<file path="src/rtl/vga_timing_pkg.sv">
//------------------------------------------------------------------------------
// Module : vga_timing_pkg
// Brief  : Default 640x480@60 Hz timing values, derived limits, coordinate type.
// Rev    : 1.0  initial release
//------------------------------------------------------------------------------
`default_nettype none

package vga_timing_pkg;

    localparam int COUNT_W = 10;

    localparam int DEF_H_DISPLAY = 640;
    localparam int DEF_H_FRONT   = 16;
    localparam int DEF_H_SYNC    = 96;
    localparam int DEF_H_BACK    = 48;

    localparam int DEF_V_DISPLAY = 480;
    localparam int DEF_V_BOTTOM  = 10;
    localparam int DEF_V_SYNC    = 2;
    localparam int DEF_V_TOP     = 33;

    localparam bit DEF_SYNC_ACTIVE_LOW = 1'b1;

    localparam int DEF_H_MAX        = DEF_H_DISPLAY + DEF_H_FRONT + DEF_H_SYNC + DEF_H_BACK - 1;
    localparam int DEF_H_SYNC_START = DEF_H_DISPLAY + DEF_H_FRONT;
    localparam int DEF_H_SYNC_END   = DEF_H_SYNC_START + DEF_H_SYNC - 1;

    localparam int DEF_V_MAX        = DEF_V_DISPLAY + DEF_V_BOTTOM + DEF_V_SYNC + DEF_V_TOP - 1;
    localparam int DEF_V_SYNC_START = DEF_V_DISPLAY + DEF_V_BOTTOM;
    localparam int DEF_V_SYNC_END   = DEF_V_SYNC_START + DEF_V_SYNC - 1;

    typedef logic [COUNT_W-1:0] coord_t;

    // Inclusive unsigned window test used for both sync pulses.
    function automatic logic in_window(input coord_t pos, input coord_t lo, input coord_t hi);
        return (pos >= lo) && (pos <= hi);
    endfunction

endpackage

`default_nettype wire

</file>
<file path="src/rtl/vga_axis_counter.sv">
//------------------------------------------------------------------------------
// Module : vga_axis_counter
// Brief  : One timing axis: wrapping position counter plus registered sync pulse.
// Rev    : 1.0  initial release
//------------------------------------------------------------------------------
`default_nettype none

module vga_axis_counter
    import vga_timing_pkg::*;
#(
    parameter int MAX             = DEF_H_MAX,
    parameter int SYNC_START      = DEF_H_SYNC_START,
    parameter int SYNC_END        = DEF_H_SYNC_END,
    parameter bit SYNC_ACTIVE_LOW = DEF_SYNC_ACTIVE_LOW
) (
    input  logic   clk,
    input  logic   rst_n,
    input  logic   en_i,
    output coord_t pos_o,
    output logic   wrap_o,
    output logic   sync_o
);

    localparam coord_t C_MAX        = coord_t'(MAX);
    localparam coord_t C_SYNC_START = coord_t'(SYNC_START);
    localparam coord_t C_SYNC_END   = coord_t'(SYNC_END);

    coord_t pos_q;
    coord_t pos_d;
    logic   sync_act_q;
    logic   sync_act_d;

    always_comb begin
        wrap_o = en_i && (pos_q == C_MAX);
        pos_d  = pos_q;
        if (wrap_o) begin
            pos_d = '0;
        end else if (en_i) begin
            pos_d = pos_q + 1'b1;
        end
        // Sampled from the pre-update position every clock, so the pulse lags by one.
        sync_act_d = in_window(pos_q, C_SYNC_START, C_SYNC_END);
    end

    always_ff @(posedge clk or negedge rst_n) begin
        if (!rst_n) begin
            pos_q      <= '0;
            sync_act_q <= 1'b0;
        end else begin
            pos_q      <= pos_d;
            sync_act_q <= sync_act_d;
        end
    end

    assign pos_o  = pos_q;
    assign sync_o = sync_act_q ^ SYNC_ACTIVE_LOW;

endmodule

`default_nettype wire

</file>
<file path="src/rtl/hvsync_generator.sv">
//------------------------------------------------------------------------------
// Module : hvsync_generator
// Brief  : VGA timing generator: sync pulses, display enable and pixel position.
// Rev    : 1.0  initial release
//------------------------------------------------------------------------------
`default_nettype none

module hvsync_generator
    import vga_timing_pkg::*;
#(
    parameter int H_DISPLAY       = DEF_H_DISPLAY,
    parameter int H_FRONT         = DEF_H_FRONT,
    parameter int H_SYNC          = DEF_H_SYNC,
    parameter int H_BACK          = DEF_H_BACK,
    parameter int V_DISPLAY       = DEF_V_DISPLAY,
    parameter int V_BOTTOM        = DEF_V_BOTTOM,
    parameter int V_SYNC          = DEF_V_SYNC,
    parameter int V_TOP           = DEF_V_TOP,
    parameter bit SYNC_ACTIVE_LOW = DEF_SYNC_ACTIVE_LOW
) (
    input  logic               clk,
    input  logic               rst_n,
    output logic               hsync,
    output logic               vsync,
    output logic               display_on,
    output logic [COUNT_W-1:0] hpos,
    output logic [COUNT_W-1:0] vpos
);

    localparam int H_MAX        = H_DISPLAY + H_FRONT + H_SYNC + H_BACK - 1;
    localparam int H_SYNC_START = H_DISPLAY + H_FRONT;
    localparam int H_SYNC_END   = H_SYNC_START + H_SYNC - 1;
    localparam int V_MAX        = V_DISPLAY + V_BOTTOM + V_SYNC + V_TOP - 1;
    localparam int V_SYNC_START = V_DISPLAY + V_BOTTOM;
    localparam int V_SYNC_END   = V_SYNC_START + V_SYNC - 1;

    localparam coord_t C_H_DISPLAY = coord_t'(H_DISPLAY);
    localparam coord_t C_V_DISPLAY = coord_t'(V_DISPLAY);

    logic h_wrap;
    logic v_wrap_unused;

    vga_axis_counter #(
        .MAX             (H_MAX),
        .SYNC_START      (H_SYNC_START),
        .SYNC_END        (H_SYNC_END),
        .SYNC_ACTIVE_LOW (SYNC_ACTIVE_LOW)
    ) u_h_axis (
        .clk    (clk),
        .rst_n  (rst_n),
        .en_i   (1'b1),
        .pos_o  (hpos),
        .wrap_o (h_wrap),
        .sync_o (hsync)
    );

    // Lines advance only at the end of each horizontal sweep.
    vga_axis_counter #(
        .MAX             (V_MAX),
        .SYNC_START      (V_SYNC_START),
        .SYNC_END        (V_SYNC_END),
        .SYNC_ACTIVE_LOW (SYNC_ACTIVE_LOW)
    ) u_v_axis (
        .clk    (clk),
        .rst_n  (rst_n),
        .en_i   (h_wrap),
        .pos_o  (vpos),
        .wrap_o (v_wrap_unused),
        .sync_o (vsync)
    );

    assign display_on = (hpos < C_H_DISPLAY) && (vpos < C_V_DISPLAY);

endmodule

`default_nettype wire

</file>
<file path="config.mk">
export PLATFORM = sky130hd
export DESIGN_NAME = hvsync_generator
export DESIGN_NICKNAME = d
export VERILOG_FILES = /design/src/rtl/vga_timing_pkg.sv /design/src/rtl/vga_axis_counter.sv /design/src/rtl/hvsync_generator.sv
export SDC_FILE = /design/constraint.sdc
export NUM_CORES = 1
export LEC_CHECK = 0
export CAP_MARGIN = 30
export CORE_AREA = 2 2 59 72
export CTS_CLUSTER_SIZE = 24
export DETAILED_ROUTE_END_ITERATION = 12
export DIE_AREA = 0 0 61 74
export PLACE_DENSITY = 0.53
export SLEW_MARGIN = 20
export SYNTH_ARGS = -nofsm -noshare
export SYNTH_HDL_FRONTEND = slang
export SYNTH_SLANG_ARGS = --single-unit
export TNS_END_PERCENT = 100
</file>
<file path="constraint.sdc">
create_clock -name clk -period 5.2 [get_ports clk]
set_input_delay 1.04 -clock clk [delete_from_list [all_inputs] [get_ports clk]]
set_output_delay 1.04 -clock clk [all_outputs]
set_load 0.05 [all_outputs]
</file>
==> impl_metrics.csv, run 1 <==
group,metric,value,unit
critical_path,r2r-end,"u_v_axis.pos_o[7]",
critical_path,critPathMaxStageDelay,830,ps
sta,tightest_slew,742,ps
sta,slew_headroom,50.1,%
sta,rsz0062_at_grt,"false",
floorplan,die_x,61,microns
critical_path,crit_family,"buffers and inverters",
power_and_ir_drop,leakagePower,0.616,nW
global_routing,antenna_found_initial,0,
yosys,syn_area_per_cell,10.1,sq um
sta,slew_viol_final,0,
clock_network,cts.sinks,22,
status,outcome,"complete, no violations",
clock_network,postCtsHoldBufs,0,
global_routing,grt_pass1_vias,896,
power_and_ir_drop,p_int,240,uW
critical_path,r2r-start,"u_h_axis.pos_o[0]",
floorplan,coreArea,0.00385,sq mm
sta,fin_setup_tns,0,ps
critical_path,crit_path_top_delay_cell,"clkdlybuf4s50_1",
route,num_vias,926,
route,first_pass_iters,4,
yosys,synthCells,110,
cells_and_area,fillers,398,
critical_path,crit_fanout,5,
place,portBuffers,24,
cells_and_area,layout_commonest_cell,"clkdlybuf4s50_1",
power_and_ir_drop,clock_power_share,41.2,%
critical_path,r2r_slack,3000,ps
power_and_ir_drop,irDropWorstVdd,136,uV
cells_and_area,layout-drive-gt1-share,6.52,%
sta,fmax,320,MHz
cells_and_area,layout_common_cells,"clkdlybuf4s50_1 (24), dfrtp_1 (22), xnor2_1 (10)",
floorplan,pin_count,25,
flow_run,max_cap_viol_count,0,
floorplan,rows,25,
clock_network,clk-insertion-delay-late,260,ps
sta,hold_viol,0,
hold_path,hold_depth,1,
hold_path,holdPathEnd,"u_v_axis.pos_o[7]",
yosys,ys_types,28,
power_and_ir_drop,power_switching_share,19.8,%
sta,fin_worst_skew,3.84,ps
place,hpwl,1.94,mm
critical_path,path_cells,"and3_1 -> and2_1 -> nor3_1 -> clkdlybuf4s50_1",
yosys,synth-seq-cells,22,
hold_path,worstHoldPathType,"reg -> reg",
yosys,yosysSeqAreaShare,49.5,%
sta,hold_slack,519,ps
global_routing,grt_remaining_overflow,0,
route,drt_iter0_markers,19,
global_routing,grt_max_degree,13,
floorplan,fp.dieH,74,microns
global_routing,grt_use_total,12.8,%
clock_network,cts_tree,"built",
clock_network,clock-root-buffer,"clkbuf_8",
critical_path,path_depth,4,
power_and_ir_drop,p_comb_share,1.7,%
critical_path,cp-end-kind,"output port",
clock_network,clk_path_buf_depth,2,
yosys,synth_nets,116,
route,drt-total-wl,2.54,mm
route,detail-route-antenna-nets,0,
power_and_ir_drop,p_per_area,202,mW/mm^2
clock_network,numCtsBuffers,3,
sta,fin_crit,3120,ps
clock_network,cts_resized,0,
critical_path,critPathRequiredTime,4160,ps
route,drcViolationCount,0,
yosys,netlist_area,0.00111,sq mm
cells_and_area,seq_area,551,sq um
cells_and_area,multi_input_area,518,sq um
cells_and_area,nNetsFinal,145,
sta,finalCritPeriodShare,60.0,%
clock_network,h-tree-depth,1,
clock_network,cts.clk_slew.worst_paths,80,ps
critical_path,reg2reg_depth,6,
critical_path,crit_type,"reg -> out",
critical_path,worstPathArrival,2080,ps
power_and_ir_drop,seqPwrFrac,57.1,%
global_routing,grt_pass1_wl,4.24,mm
yosys,synth_warnings,0,
place,gp_congestion,0.769,
critical_path,start_kind,"flop",
critical_path,path_buf_inv,1,
cells_and_area,syn_to_final_growth,33.2,%
floorplan,initial_utilization,28.9,%
cells_and_area,diodes,0,
hold_path,hp-start,"u_v_axis.pos_o[7]",
route,vias_per_cell,4.82,
sta,setup_viol_count_final,0,
route,wl_per_cell,13.2,microns
floorplan,fp.dieArea,0.00451,sq mm
power_and_ir_drop,p_sw,59.3,uW
clock_network,cts_setup_buffers,0,
## area by class of cell
cell class / instances / area share (%)
flip-flops and latches: 22 / 37.2
repair buffers: 26 / 17.8
inverters: 7 / 1.78
clock buffers: 4 / 3.72
multi-input cells: 79 / 35.0
well taps: 54 / 4.56
## routing by layer
layer / part of all wire, % / global-route usage [%] / vias up
met2: 50 / 20.9 / 12
met5: 0 / 0 / -
met3: 2.1 / 1.74 / 4
met4: 1.7 / 5.80 / 0
li1: - / - / 444
met1: 46 / 16.6 / 466
## flip-flops by register name, indices dropped and copies added, names as in the netlist
register             flops
u_h_axis.sync_act_q      1
u_h_axis.pos_o          10
u_v_axis.sync_act_q      1
u_v_axis.pos_o          10
## power groups by stage
stage          Combinational [mW]  Sequential [mW]  Clock [mW]
4_1_cts                   0.00564            0.171       0.129
3_3_place_gp              0.00430            0.174           0
2_1_floorplan         0.000000205            0.174           0
6_report                  0.00515            0.171       0.123
5_1_grt                   0.00614            0.171       0.134
3_5_place_dp              0.00564            0.174           0
## how the worst max path moves through the flow
stage	slack (ps)	endpoint	start
2_1_floorplan	2040	display_on	u_v_axis.pos_o[6]
3_3_place_gp	2360	display_on	u_v_axis.pos_o[6]
3_5_place_dp	2350	display_on	u_v_axis.pos_o[6]
4_1_cts	2050	display_on	u_v_axis.pos_o[6]
5_1_grt	2020	display_on	u_v_axis.pos_o[6]
6_report	2080	display_on	u_v_axis.pos_o[6]
## logic make-up (layout without fill, tap and decap cells)
| family | Yosys count | in the layout | synth area share (%) |
|---|---|---|---|
| and+or+nand+nor | 52 | 52 | 26.2 |
| DFF | 22 | 22 | 49.5 |
| xor gates and xnor gates | 13 | 13 | 10.2 |
| AOI/OAI and AO/OA | 10 | 10 | 5.63 |
| buffers and inverters | 9 | 37 | 3.83 |
| adders and majority gates | 4 | 4 | 4.50 |
## synthesized netlist by cell type
cell	instances	area (sq um)
xnor2_1	10	87.6
a22o_1	1	8.76
o21a_1	1	7.51
and3_1	4	25.0
xor2_1	3	26.3
a21oi_1	1	5.00
a21o_1	1	7.51
dfrtp_1	22	551
and2_1	1	6.26
or4b_2	1	10.0
nand2_1	4	15.0
or4_4	1	11.3
o21ai_2	1	8.76
nand4_1	7	43.8
buf_6	1	11.3
nor4_1	3	18.8
nand4b_1	2	17.5
inv_1	7	26.3
ha_1	4	50.1
nand3_1	9	45.0
nor3b_1	1	7.51
o21ai_0	5	25.0
nor4b_1	1	8.76
nor2_1	9	33.8
or2_1	1	6.26
nor3_1	6	30.0
nor2b_1	2	12.5
buf_2	1	5.00
## per-stage QoR
| step | std cells | power [mW] | cell area [sq um] | setup slack [ps] | utilization (%) |
|---|---|---|---|---|---|
| after global placement | 187 | 0.179 | 1410 | 2360 | 36.7 |
| after global routing | 192 | 0.311 | 1480 | 2020 | 38.5 |
| after CTS | 192 | 0.305 | 1480 | 2050 | 38.5 |
| after floorplan | 110 | 0.174 | 1110 | 2040 | - |
| final | 192 | 0.299 | 1480 | 2080 | 38.5 |
| after detailed placement | 188 | 0.180 | 1430 | 2350 | 37.0 |
Note: power is estimated with default switching activity, not from simulation.
==> run 2, diff against run 1 <==
==> constraint.sdc (replaced) <==
create_clock -name clk -period 3.2 [get_ports clk]
set_input_delay 0.64 -clock clk [delete_from_list [all_inputs] [get_ports clk]]
set_output_delay 0.64 -clock clk [all_outputs]
set_load 0.05 [all_outputs]
==> impl_metrics.csv, run 2 (synthesized netlist as in run 1, its figures left out) <==
group,metric,value,unit
clock_network,cts_resized,0,
power_and_ir_drop,power,484,uW
global_routing,grt_use_total,12.8,%
sta,slew_viol_final,0,
clock_network,h-tree-depth,1,
hold_path,worstHoldPathType,"reg -> reg",
critical_path,crit_type,"reg -> out",
sta,hold_viol,0,
floorplan,rows,25,
cells_and_area,fillers,385,
critical_path,crit_fanout,5,
clock_network,cts_setup_buffers,0,
sta,rsz0062_at_grt,"false",
global_routing,antenna_found_initial,0,
critical_path,path_buf_inv,1,
floorplan,coreArea,0.00385,sq mm
place,hpwl,1.87,mm
sta,finalCritPeriodShare,85.2,%
critical_path,worstPathArrival,2090,ps
clock_network,cts_tree,"built",
sta,tightest_slew,644,ps
power_and_ir_drop,leakagePower,0.619,nW
route,num_vias,909,
route,first_pass_iters,2,
clock_network,cts.sinks,22,
critical_path,cp-end-kind,"output port",
global_routing,grt_pass1_wl,4.37,mm
cells_and_area,final_util,38.5,%
power_and_ir_drop,p_per_area,327,mW/mm^2
route,wl_per_cell,13.3,microns
clock_network,postCtsHoldBufs,0,
cells_and_area,nNetsFinal,146,
place,portBuffers,24,
power_and_ir_drop,irDropWorstVdd,115,uV
cells_and_area,diodes,0,
sta,fin_worst_skew,5.59,ps
floorplan,fp.dieArea,0.00451,sq mm
sta,slew_headroom,56.7,%
cells_and_area,layout_commonest_cell,"clkdlybuf4s50_1",
floorplan,pin_count,25,
route,detail-route-antenna-nets,0,
sta,hold_slack,519,ps
clock_network,clock-root-buffer,"clkbuf_8",
cells_and_area,syn_to_final_growth,33.2,%
route,drt-total-wl,2.56,mm
critical_path,path_cells,"and3_1 -> and2_1 -> nor3_1 -> clkdlybuf4s50_1",
cells_and_area,layout_common_cells,"clkdlybuf4s50_1 (24), dfrtp_1 (22), xnor2_1 (10)",
floorplan,die_x,61,microns
route,drcViolationCount,0,
clock_network,clk_path_buf_depth,2,
sta,fin_setup_tns,0,ps
route,drt_iter0_markers,24,
sta,fin_crit,2730,ps
global_routing,grt_pass1_vias,958,
floorplan,fp.dieH,74,microns
flow_run,max_cap_viol_count,0,
global_routing,grt_max_degree,23,
route,vias_per_cell,4.71,
place,gp_congestion,0.772,
critical_path,critPathRequiredTime,2560,ps
cells_and_area,layout-drive-gt1-share,7.19,%
clock_network,clk-insertion-delay-late,260,ps
global_routing,grt_remaining_overflow,0,
critical_path,r2r_slack,1270,ps
sta,fmax,367,MHz
floorplan,initial_utilization,28.9,%
critical_path,start_kind,"flop",
sta,setup_viol_count_final,0,
clock_network,cts.clk_slew.worst_paths,80,ps
critical_path,crit_path_top_delay_cell,"clkdlybuf4s50_1",
critical_path,crit_family,"buffers and inverters",
clock_network,numCtsBuffers,3,
critical_path,critPathMaxStageDelay,830,ps
status,outcome,"complete, no violations",
run 2: cell count changes in the layout (fill, tap and decap cells not counted):
cell   change
buf_4      +2
buf_8      -1
run 2: cell type report:
cell class                      count  area (sq um)  share of cell area (%)
Sequential cell                    22           551                    37.2
Multi-Input combinational cell     79           518                    35.0
Timing Repair Buffer               27           263                    17.8
Tap cell                           54          67.6                    4.56
Clock buffer                        4          55.1                    3.72
Inverter                            7          26.3                    1.78
run 2: final timing paths:
| kind | startpoint | end | cells past startpoint |
|---|---|---|---|
| worst max-delay path | u_v_axis.pos_o[6] | display_on | 4 |
| worst min-delay path | u_v_axis.pos_o[7] | u_v_axis.pos_o[7] | 1 |
| worst max register to register | u_v_axis.pos_o[1] | u_v_axis.pos_o[3] | 6 |
| worst min register to register | u_v_axis.pos_o[7] | u_v_axis.pos_o[7] | 1 |
| max in group asynchronous | rst_n | u_h_axis.pos_o[8] | 2 |
| min in group asynchronous | rst_n | u_v_axis.pos_o[7] | 2 |
run 2: metrics by stage:
step | setup slack, ps | area [sq um] | cells
final | 473 | 1480 | 193
after global routing | 395 | 1480 | 193
after CTS | 463 | 1480 | 193
after detailed placement | 760 | 1430 | 189
after global placement | 762 | 1430 | 189
after floorplan | 442 | 1110 | 110
run 2: worst reg2reg max path, stage by stage, from the launching register on:
cell and delay, ps:
dfrtp_1 450, inv_1 140, ha_1 160, nor3b_1 170
nand4_1 200, nor4_1 540, nor2_1 140
run 2: report_power, final:
group          switching, mW  total, mW  internal (mW)
logic                0.00543    0.00730        0.00187
registers                  0      0.278          0.278
clock network         0.0895      0.199          0.110
run 2: layer usage:
layer / vias up / track usage (%) / wire length (microns) / part of all wire, %
li1: 446 / - / - / -
met1: 445 / 16.7 / 1190 / 47
met2: 13 / 20.5 / 1260 / 49
met3: 5 / 2.61 / 62 / 2.4
met4: 0 / 5.07 / 41 / 1.6
met5: - / 0 / 0 / 0
==> run 3, diff against run 2 <==
--- a/config.mk
+++ b/config.mk
@@ -5,12 +5,13 @@
 export SDC_FILE = /design/constraint.sdc
 export NUM_CORES = 1
 export LEC_CHECK = 0
+export ABC_AREA = 1
 export CAP_MARGIN = 30
-export CORE_AREA = 2 2 59 72
+export CORE_AREA = 2 2 63 76
 export CTS_CLUSTER_SIZE = 24
 export DETAILED_ROUTE_END_ITERATION = 12
-export DIE_AREA = 0 0 61 74
-export PLACE_DENSITY = 0.53
+export DIE_AREA = 0 0 65 78
+export PLACE_DENSITY = 0.54
 export SLEW_MARGIN = 20
 export SYNTH_ARGS = -nofsm -noshare
 export SYNTH_HDL_FRONTEND = slang
==> constraint.sdc (replaced) <==
create_clock -name clk -period 2.4 [get_ports clk]
set_input_delay 0.48 -clock clk [delete_from_list [all_inputs] [get_ports clk]]
set_output_delay 0.48 -clock clk [all_outputs]
set_load 0.05 [all_outputs]
==> impl_metrics.csv, run 3 <==
group,metric,value,unit
global_routing,grt_pass1_vias,969,
clock_network,cts_setup_buffers,0,
critical_path,crit_path_top_delay_cell,"clkdlybuf4s50_1",
place,placed_cells,240,
route,drt-total-wl,2.65,mm
critical_path,path_buf_inv,1,
critical_path,reg2reg_depth,8,
critical_path,crit_fanout,8,
global_routing,grt_use_total,11.3,%
cells_and_area,layout-drive-gt1-share,10.6,%
yosys,synth-seq-cells,22,
clock_network,clk_path_buf_depth,2,
route,vias_per_cell,4.31,
floorplan,rows,26,
sta,tightest_slew,501,ps
clock_network,clk-insertion-delay-late,260,ps
route,num_vias,1052,
yosys,synth_common_cells,"nand2_1 (38), inv_1 (26), dfrtp_1 (22), nor2_1 (22), nand3_1 (11)",
cells_and_area,syn_to_final_growth,29.0,%
clock_network,clock-root-buffer,"clkbuf_8",
clock_network,cts.sinks,22,
cells_and_area,layout.cells.non_filler,244,
clock_network,cts_tree,"built",
clock_network,cts_resized,0,
yosys,synth_edf_count,0,
route,first_pass_iters,3,
critical_path,worstPathArrival,1590,ps
sta,rsz0062_at_grt,"false",
clock_network,h-tree-depth,1,
global_routing,antenna_found_initial,0,
yosys,yosysSeqAreaShare,43.9,%
critical_path,cp-end-kind,"output port",
power_and_ir_drop,irDropWorstVdd,204,uV
sta,setup_viol_count_final,0,
yosys,synth_warnings,0,
yosys,ys_types,20,
critical_path,crit_family,"buffers and inverters",
sta,fin_setup_tns,0,ps
status,outcome,"complete, no violations",
sta,finalCritPeriodShare,86.2,%
yosys,netlist_area,0.00125,sq mm
yosys,synth_top_area_cell,"dfrtp_1",
critical_path,critPathMaxStageDelay,850,ps
yosys,async_reset_ff_share,100,%
sta,fin_crit,2070,ps
yosys,synth_most_common_cell,"nand2_1",
route,wl_per_cell,10.9,microns
global_routing,grt_remaining_overflow,0,
route,detail-route-antenna-nets,0,
hold_path,hold_depth,1,
global_routing,grt_pass1_wl,4.45,mm
place,portBuffers,24,
cells_and_area,layout_commonest_cell,"nand2_1",
place,gp_congestion,0.787,
route,drt_iter0_markers,63,
floorplan,coreArea,0.00426,sq mm
critical_path,r2r_slack,830,ps
sta,slew_viol_final,0,
critical_path,crit_type,"reg -> out",
floorplan,fp.dieH,78,microns
sta,hold_viol,0,
place,hpwl,1.99,mm
cells_and_area,diodes,0,
floorplan,fp.dieArea,0.00507,sq mm
clock_network,numCtsBuffers,3,
floorplan,pin_count,25,
route,drcViolationCount,0,
global_routing,grt_max_degree,23,
flow_run,max_cap_viol_count,0,
yosys,synthTopCellsByArea,"dfrtp_1 (44%), nand2_1 (11%), inv_1 (7.8%)",
sta,slew_headroom,66.5,%
sta,fin_worst_skew,2.43,ps
sta,fmax,483,MHz
critical_path,start_kind,"flop",
yosys,synth_top_area_share,43.9,%
power_and_ir_drop,power,650,uW
power_and_ir_drop,leakagePower,0.811,nW
yosys,synth_nets,166,
cells_and_area,final_util,38.0,%
sta,hold_slack,511,ps
hold_path,worstHoldPathType,"reg -> reg",
yosys,synthCells,160,
power_and_ir_drop,p_per_area,402,mW/mm^2
floorplan,initial_utilization,29.4,%
critical_path,path_cells,"clkdlybuf4s50_1",
clock_network,cts.clk_slew.worst_paths,80,ps
clock_network,postCtsHoldBufs,0,
floorplan,die_x,65,microns
cells_and_area,layout_common_cells,"nand2_1 (38), inv_1 (26), clkdlybuf4s50_1 (23)",
yosys,ys.flop_type,"dfrtp_1",
yosys,syn_area_per_cell,7.84,sq um
critical_path,path_depth,1,
critical_path,critPathRequiredTime,1920,ps
cells_and_area,nNetsFinal,195,
-- run 3: changes by cell type in the layout (fill, tap and decap cells not counted), moves of 3 or more --
cell,previous run,this run
nor2_1,9,22
nand2_1,4,38
nor2_4,0,3
nand4_1,7,2
nor4_1,3,0
a21oi_1,1,6
xnor2_1,10,0
nor3_1,6,2
nor2_2,0,3
xor2_1,3,7
inv_1,7,26
and3_1,4,0
-- run 3: report_power, final --
| part | switching, mW | internal (mW) | total [mW] | leakage [nW] |
|---|---|---|---|---|
| registers | 0 | 0.370 | 0.370 | 0.293 |
| logic | 0.00736 | 0.00249 | 0.00985 | 0.490 |
| clock network | 0.124 | 0.146 | 0.270 | 0.0288 |
-- run 3: layout make-up --
type / instances / area [sq um]
timing repair buffer: 25 / 245
inverter: 27 / 101
clock buffer: 4 / 55.1
fill: 468 / 2640
tap: 56 / 70.1
multi-input combinational: 110 / 597
sequential: 22 / 551
-- run 3: cell families after synthesis --
kind of cell    Yosys count  share of synthesized area [%]
flops                    22                           43.9
compound gates            9                           3.59
buf+inv                  28                           8.97
xor+xnor                  8                           6.18
simple gates             89                           33.4
fa+ha+maj                 4                           3.99
-- run 3: per-layer routing --
layer / wire length, microns / GRT usage, %
met5: 0 / 0
met4: 42 / 5.11
met3: 44 / 1.88
met2: 1350 / 18.5
met1: 1210 / 14.5
-- run 3: through the flow --
| step | cell area (sq um) | worst slack, ps |
|---|---|---|
| final | 1620 | 331 |
| after global routing | 1620 | 264 |
| after CTS | 1620 | 315 |
| after detailed placement | 1560 | 612 |
| after global placement | 1560 | 614 |
| after floorplan | 1260 | 341 |
-- run 3: final timing paths --
path,end,start
worst max-delay path,vpos[4],u_v_axis.pos_o[4]
worst min register to register,u_h_axis.pos_o[0],u_h_axis.pos_o[0]
min in group asynchronous,u_h_axis.pos_o[6],rst_n
worst max register to register,u_v_axis.pos_o[4],u_h_axis.pos_o[0]
max in group asynchronous,u_v_axis.pos_o[9],rst_n
worst min-delay path,u_h_axis.pos_o[0],u_h_axis.pos_o[0]
